[config.mk]
export PLATFORM = sky130hd
export DESIGN_NAME = mips32_regfile_mp
export DESIGN_NICKNAME = d
export VERILOG_FILES = /design/src/rtl/mips32_regfile_mp.sv
export SDC_FILE = /design/constraint.sdc
export NUM_CORES = 2
export LEC_CHECK = 0
export ABC_AREA = 0
export BUFFER_PORTS_ARGS = -buffer_cell sky130_fd_sc_hd__buf_2
export CAP_MARGIN = 5
export CORE_MARGIN = 5
export CORE_UTILIZATION = 25
export CTS_CLUSTER_DIAMETER = 120
export DETAILED_ROUTE_END_ITERATION = 16
export HOLD_SLACK_MARGIN = 0.1
export PLACE_DENSITY = 0.49
export SETUP_SLACK_MARGIN = 0.1
export SYNTH_ARGS = -nofsm -noshare
export SYNTH_HDL_FRONTEND = slang
export SYNTH_SLANG_ARGS = --single-unit
[constraint.sdc]
create_clock -name clk -period 7.1 [get_ports clk]
set_input_delay 0.355 -clock clk [delete_from_list [all_inputs] [get_ports clk]]
set_output_delay 0.355 -clock clk [all_outputs]
set_load 0.05 [all_outputs]
[src/rtl/mips32_regfile_mp.sv]
`default_nettype none
// ============================================================================
//  Module      : mips32_regfile_mp
//  Description : Parametrised multi-port register file. NUM_RD combinational
//                read ports, two synchronous write ports (ALU and load
//                writeback) and a sequential scrub engine that zeroes one
//                entry per cycle after a clr_req pulse.
//  Ports       : clk      - clock, rising-edge state updates
//                reset    - synchronous active-high reset
//                rd_addr  - NUM_RD packed read addresses
//                rd_data  - NUM_RD packed read data
//                wr_en0/wr_addr0/wr_data0 - write port 0
//                wr_en1/wr_addr1/wr_data1 - write port 1 (wins on collision)
//                clr_req  - pulse to start a scrub
//                busy     - high while a scrub is in progress
//  Config      : REGFILE_BYPASS_EN - forward same-cycle write data to reads
//  Revision    : 1.0 - initial release
// ============================================================================
module mips32_regfile_mp #(
    parameter int DATA_W   = 32,
    parameter int ADDR_W   = 5,
    parameter int NUM_RD   = 2,
    parameter int ZERO_REG = 1
) (
    input  logic                       clk,
    input  logic                       reset,
    input  logic [NUM_RD*ADDR_W-1:0]   rd_addr,
    output logic [NUM_RD*DATA_W-1:0]   rd_data,
    input  logic                       wr_en0,
    input  logic [ADDR_W-1:0]          wr_addr0,
    input  logic [DATA_W-1:0]          wr_data0,
    input  logic                       wr_en1,
    input  logic [ADDR_W-1:0]          wr_addr1,
    input  logic [DATA_W-1:0]          wr_data1,
    input  logic                       clr_req,
    output logic                       busy
);

    localparam int              DEPTH     = 1 << ADDR_W;
    localparam logic            c_zr      = (ZERO_REG != 0);
    localparam logic [ADDR_W-1:0] c_last  = ADDR_W'(DEPTH - 1);

    typedef enum logic [0:0] {
        S_IDLE  = 1'b0,
        S_CLEAR = 1'b1
    } state_t;

    state_t              r_state;
    state_t              w_state_nxt;
    logic [ADDR_W-1:0]   r_idx;
    logic [ADDR_W-1:0]   w_idx_nxt;
    logic [DATA_W-1:0]   r_mem [DEPTH];
    logic                w_busy;
    logic                w_we0;
    logic                w_we1;

    assign w_busy = (r_state == S_CLEAR);
    assign busy   = w_busy;

    // A write takes effect only outside a scrub and, with a hard-wired zero
    // register, never to entry 0.
    assign w_we0 = wr_en0 && !w_busy && !(c_zr && (wr_addr0 == '0));
    assign w_we1 = wr_en1 && !w_busy && !(c_zr && (wr_addr1 == '0));

    // ------------------------------------------------------------------------
    // Scrub FSM
    // ------------------------------------------------------------------------
    always_ff @(posedge clk) begin
        if (reset) begin
            r_state <= S_IDLE;
            r_idx   <= '0;
        end else begin
            r_state <= w_state_nxt;
            r_idx   <= w_idx_nxt;
        end
    end

    always_comb begin
        w_state_nxt = r_state;
        w_idx_nxt   = r_idx;
        case (r_state)
            S_IDLE: begin
                if (clr_req) begin
                    w_state_nxt = S_CLEAR;
                    w_idx_nxt   = '0;
                end
            end
            S_CLEAR: begin
                // idx wraps to 0 on the same edge the scrub finishes.
                w_idx_nxt = r_idx + 1'b1;
                if (r_idx == c_last) begin
                    w_state_nxt = S_IDLE;
                end
            end
            default: begin
                w_state_nxt = S_IDLE;
                w_idx_nxt   = '0;
            end
        endcase
    end

    // ------------------------------------------------------------------------
    // Storage array
    // ------------------------------------------------------------------------
    always_ff @(posedge clk) begin
        if (reset) begin
            for (int k = 0; k < DEPTH; k++) begin
                r_mem[k] <= '0;
            end
        end else if (w_busy) begin
            r_mem[r_idx] <= '0;
        end else begin
            if (w_we0) begin
                r_mem[wr_addr0] <= wr_data0;
            end
            // Port 1 is assigned last so it wins on an address collision.
            if (w_we1) begin
                r_mem[wr_addr1] <= wr_data1;
            end
        end
    end

    // ------------------------------------------------------------------------
    // Read ports
    // ------------------------------------------------------------------------
    generate
        for (genvar gi = 0; gi < NUM_RD; gi++) begin : g_rd
            logic [ADDR_W-1:0] w_raddr;
            logic [DATA_W-1:0] w_rdata;

            assign w_raddr = rd_addr[gi*ADDR_W +: ADDR_W];

            always_comb begin
                w_rdata = r_mem[w_raddr];
`ifdef REGFILE_BYPASS_EN
                // Port 1 checked last so its data wins when both match.
                if (w_we0 && (wr_addr0 == w_raddr)) begin
                    w_rdata = wr_data0;
                end
                if (w_we1 && (wr_addr1 == w_raddr)) begin
                    w_rdata = wr_data1;
                end
`endif
                if (c_zr && (w_raddr == '0)) begin
                    w_rdata = '0;
                end
            end

            assign rd_data[gi*DATA_W +: DATA_W] = w_rdata;
        end
    endgenerate

endmodule
`default_nettype wire

**Word-level counts from Yosys, hierarchy flattened**

Memory sizes are Yosys's and may differ from the RTL's.
Index checks and enable logic that the tools add are counted.

- Equality and inequality tests: 2
- Reductions and logical operators: 14
- Muxes and demuxes: 29
- Add/subtract/negate cells: 1
- Bitwise logic cells: 1

Operator list:

| operator | number |
|---|---|
| $mux W32 | 5 |
| $reduce_or A32 Y1 | 3 |
| $logic_not A5 Y1 | 4 |
| $mux W5 | 4 |
| $mux W1 | 18 |
| $pmux W5 S2 | 1 |
| $add A5 B1 Y5 const B | 1 |
| $eq A5 B5 Y1 const B | 1 |
| $logic_and A1 B1 Y1 | 4 |
| $logic_not A1 Y1 | 3 |
| $ne A2 B2 Y1 const B | 1 |
| $pmux W1 S2 | 1 |
| $not A1 Y1 | 1 |

- Word-level logic and storage cells: 50
- Output and inout port bits: 65
- Input port bits: 89
- RAM bits: 1024
- Memories: 1
- Bits in registers: 6

Memory list:

| name | words | width | rd ports | clocked after Yosys merged registers in | wr ports | RTL line | source |
|---|---|---|---|---|---|---|---|
| r_mem | 32 | 32 | 2 | 0 | 32 | 52 | `logic [DATA_W-1:0] r_mem [DEPTH];` |

**Logic depth before layout (Yosys ltp)**

- Word-level depth: 9
- Gate-level depth with buffers: 9
- Mapped depth without buffers: 5

**Worst setup path before layout**

Ideal clock, no wire load.

- Path kind: flip-flop to flip-flop
- Start: register r_state, in the netlist busy
- End: memory r_mem[6][0], enable pin
- Cell stages (with the launch flop): 9
- Data arrival time: 4.293 ns
- Data required time: 6.634 ns
- Setup time: 0.466 ns
- Period minus slack after synthesis: 4.759 ns
- Path buffers: 4
- Slack: 2.341 ns
- Cell sequence: dfxtp_1 -> or3b_1 -> buf_2 -> or3_1 -> o31a_1 -> buf_2 -> buf_2 -> buf_2 -> o21ai_0

RTL lines:

| element | RTL line | source |
|---|---|---|
| start, declared | 48 | `state_t r_state;` |
| start signal, assigned | 73 | `r_state <= w_state_nxt;` |
| end, declared | 52 |  |

==> impl_results.md <==
* Nets at 4928
* Mux contribution to synthesized area at 0.220
* Clk sinks at 1030
* Max-capacitance violation count at 0
* Cells after synthesis at 5048
* Cell-by-cell listing of the critical path: or3b_1 > a21oi_4 > nor2_1 > a32oi_4 > buf_12 > o21ai_4 > buf_4
* Row cnt at 182
* Instance area after placement at 0.0661 mm²
* Number of buffers inserted during clock tree synthesis at 112
* H-tree levels at 3
* Cell Count, Final, Fillers Out at 8252
* Complex-gate fraction of the synthesized area at 0.152
* Remaining antenna violation count at 0
* Detailed-route via count at 49300
* HPWL after DPL at 175 mm
* Syn-to-layout area delta at 12.6%
* CTS clk-pin slew, worst paths at 0.06 ns
* Initial antenna violation count at 38
* Hold crit path type: in -> reg
* Pleak at 0.0215 µW
* TritonCTS clock tree: yes
* Top-level I/O count at 154
* Routability congestion estimate from global placement at 0.872
* Area of the core region at 0.246 mm²
* Biggest fanout along the worst timing path at 130
* Wire per inst at 35.1 µm
* Total routing resource utilization after global routing at 0.217
* Area of the multi-input gates at 0.0292 mm²
* Largest net degree at the start of global routing at 131
* Routed vias/inst at 5.98
* Area of all placed cells without fillers at 0.0697 mm²
* Die Wd at 507 µm
* Area share of and/or/nand/nor cells after synthesis at 0.0870
* Number of flops mapped to enable cells by yosys at 1024
* Area share of xor/xnor cells in the synthesized design at 0
* Fill cell count at 25000
* Fraction of the mapped netlist area in adder cells at 0.000404
* Mapped Area at 0.0619 mm²
* Library cells used by synthesis at 62
* Final clock period utilization by the worst path at 0.644
* Run status: finished clean
* Hold Worst Slack at 0.156 ns
* Most common cell after layout, fill and taps aside: nand2_1
* Number of global-route vias before repair at 46600
* Max Slew Vio Count at 0
* CP max-delay cell: a21oi_4
* Largest family of logic cells by synthesized area: multiplexers
* Mean cell area of the mapped netlist at 12.3 µm²
* Die height at 507 µm
* Setup repair after global routing missed its margin: no
* Final setup violating endpoints at 0
* Fmax achieved at 219 MHz
* Clock latency reported for the late side of the worst-skew pair at 0.77 ns
* Count of warnings emitted by yosys at 0
* Crit path kind: reg -> reg
* Final hold violations at 0
* Power density normalized to cell area at 215 mW/mm²
* Proportion of synthesized chip area in sequential cells at 0.499
* Layout cells sized above 1 at 0.240
* Proportion of synthesized flip-flops having asynchronous set or reset at 0
* Critical path's largest stage delay at 0.80 ns
* Final setup TNS at 0 ns
* Register bit count reported by yosys at 1030
* Headroom to the max-slew limit at 0.0723
* Initial Utilization at 0.251
* Worst voltage drop across the vdd grid at 0.000171 V
* Required time of the worst setup path at 7.48 ns
* First-pass detailed-route iteration total at 6
* Flip-flop cell with the highest count after synthesis: edfxtp_1
* Signal arrival time at the worst endpoint at 4.95 ns
* Total die area at 0.258 mm²
* Slew at the pin with the worst max-slew slack at 1.39 ns
* Worst clock skew at 0.0322 ns
* Buffers on Ports at 153
* Top library cells by usage in the layout, fill and taps aside: 1163 x nand2_1, 1024 x edfxtp_1, 947 x o31ai_1, 512 x mux4_2, 145 x buf_2
* Max Buffers Root-to-Sink at 3
* Sequential cell area at 0.0309 mm²
* Wire length of the first global-routing pass at 392 mm
* First DRT Iteration DRCs at 7643
* CP endpoint kind: flip-flop
* Final critical-path required period at 4.57 ns
* Clock root buffer: clkbuf_16
* Instance count after placement with tap cells included at 8030
* Setup crit start kind: flip-flop
* Routed wire length at 290 mm
* Number of remaining DRC errors at 0
* Remaining global-route overflow at 0
## kinds of logic (layout without fill, tap and decap cells)
kind of cell	Yosys count	count (layout)
other cells	1	53
buf+inv	644	484
flops	1030	1030
compound gates	1308	1308
mux	705	705
simple gates	1358	1358
fa+ha+maj	2	2
## cell usage after synthesis (3+ instances only)
| cell type | number | share of area |
|---|---|---|
| a21oi_1 | 86 | 0.0070 |
| buf_6 | 3 | 0.00055 |
| nand3_1 | 36 | 0.0029 |
| dfxtp_1 | 6 | 0.0019 |
| o41ai_1 | 6 | 0.00085 |
| mux2_2 | 111 | 0.020 |
| o31ai_2 | 7 | 0.0014 |
| nand3b_1 | 5 | 0.00061 |
| a221oi_1 | 17 | 0.0024 |
| o31ai_1 | 947 | 0.11 |
| a21o_1 | 3 | 0.00036 |
| mux4_2 | 512 | 0.19 |
| nor3_1 | 9 | 0.00073 |
| buf_1 | 49 | 0.0030 |
| nand2b_1 | 12 | 0.0012 |
| buf_4 | 3 | 0.00036 |
| edfxtp_1 | 1024 | 0.50 |
| mux2i_1 | 82 | 0.013 |
| o21ai_0 | 115 | 0.0093 |
| nand2_1 | 1167 | 0.071 |
| buf_2 | 129 | 0.010 |
| a211o_1 | 13 | 0.0018 |
| clkbuf_1 | 459 | 0.028 |
| a22oi_1 | 47 | 0.0057 |
| a31oi_1 | 47 | 0.0048 |
| nand2_2 | 19 | 0.0019 |
| and2_1 | 3 | 0.00030 |
| nor2b_1 | 8 | 0.00081 |
| o22ai_1 | 4 | 0.00040 |
| nor2_1 | 76 | 0.0046 |
## per-stage QoR
step                worst slack (ns)  utilization  power (µW)
global route                    2.39        0.283       15300
detailed placement              2.38        0.269        9260
CTS                             2.65        0.283       15000
floorplan                       2.34            -        8370
finish                          2.53        0.283       15000
global placement                2.06        0.269        9230
## area by class of cell
class                      instances  share of cell area
tap                             3312              0.0595
inverter                           1           0.0000539
antenna                           21            0.000754
sequential                      1030               0.443
multi-input combinational       3405               0.418
clock inverter                    60             0.00711
timing repair buffer             287              0.0292
clock buffer                     136              0.0418
## layer usage
layer / global-route usage / up-vias / part of all wire
met3: 0.0458 / 742 / 0.11
li1: - / 19600 / -
met1: 0.284 / 25200 / 0.38
met2: 0.337 / 3779 / 0.45
met5: 0 / - / 0.000038
met4: 0.117 / 2 / 0.061
## repair_timing
action,CTS,global route
setup buffers,0,0
hold buffers,5,0
gates resized for setup,0,0
endpoints found under the hold margin,17,0
## sequential cells by signal (all words and copies together), names as in the netlist
signal / cells
r_idx: 5
r_mem: 1024
busy: 1
## critical path: cells and delay by family, from the launching register on
family	cells	cell delay (ns)
buffers and inverters	2	1.11
and+or+nand+nor	2	0.90
DFF	1	0.53
AOI/OAI and AO/OA	3	1.43
## where the power goes
part,internal (µW),switching (µW)
registers,6920,134
logic,666,1440
clock network,3180,2630
## path summary, 6_finish.rpt
check                from       endpoint  slack [ns]  cells past startpoint
max                  busy  r_mem[19][29]        2.53                      7
min          wr_data0[31]  r_mem[21][31]        0.16                      3
max reg2reg          busy  r_mem[19][29]        2.53                      7
min reg2reg      r_idx[0]       r_idx[0]        0.64                      2
Power figures use the tool's default switching activity.
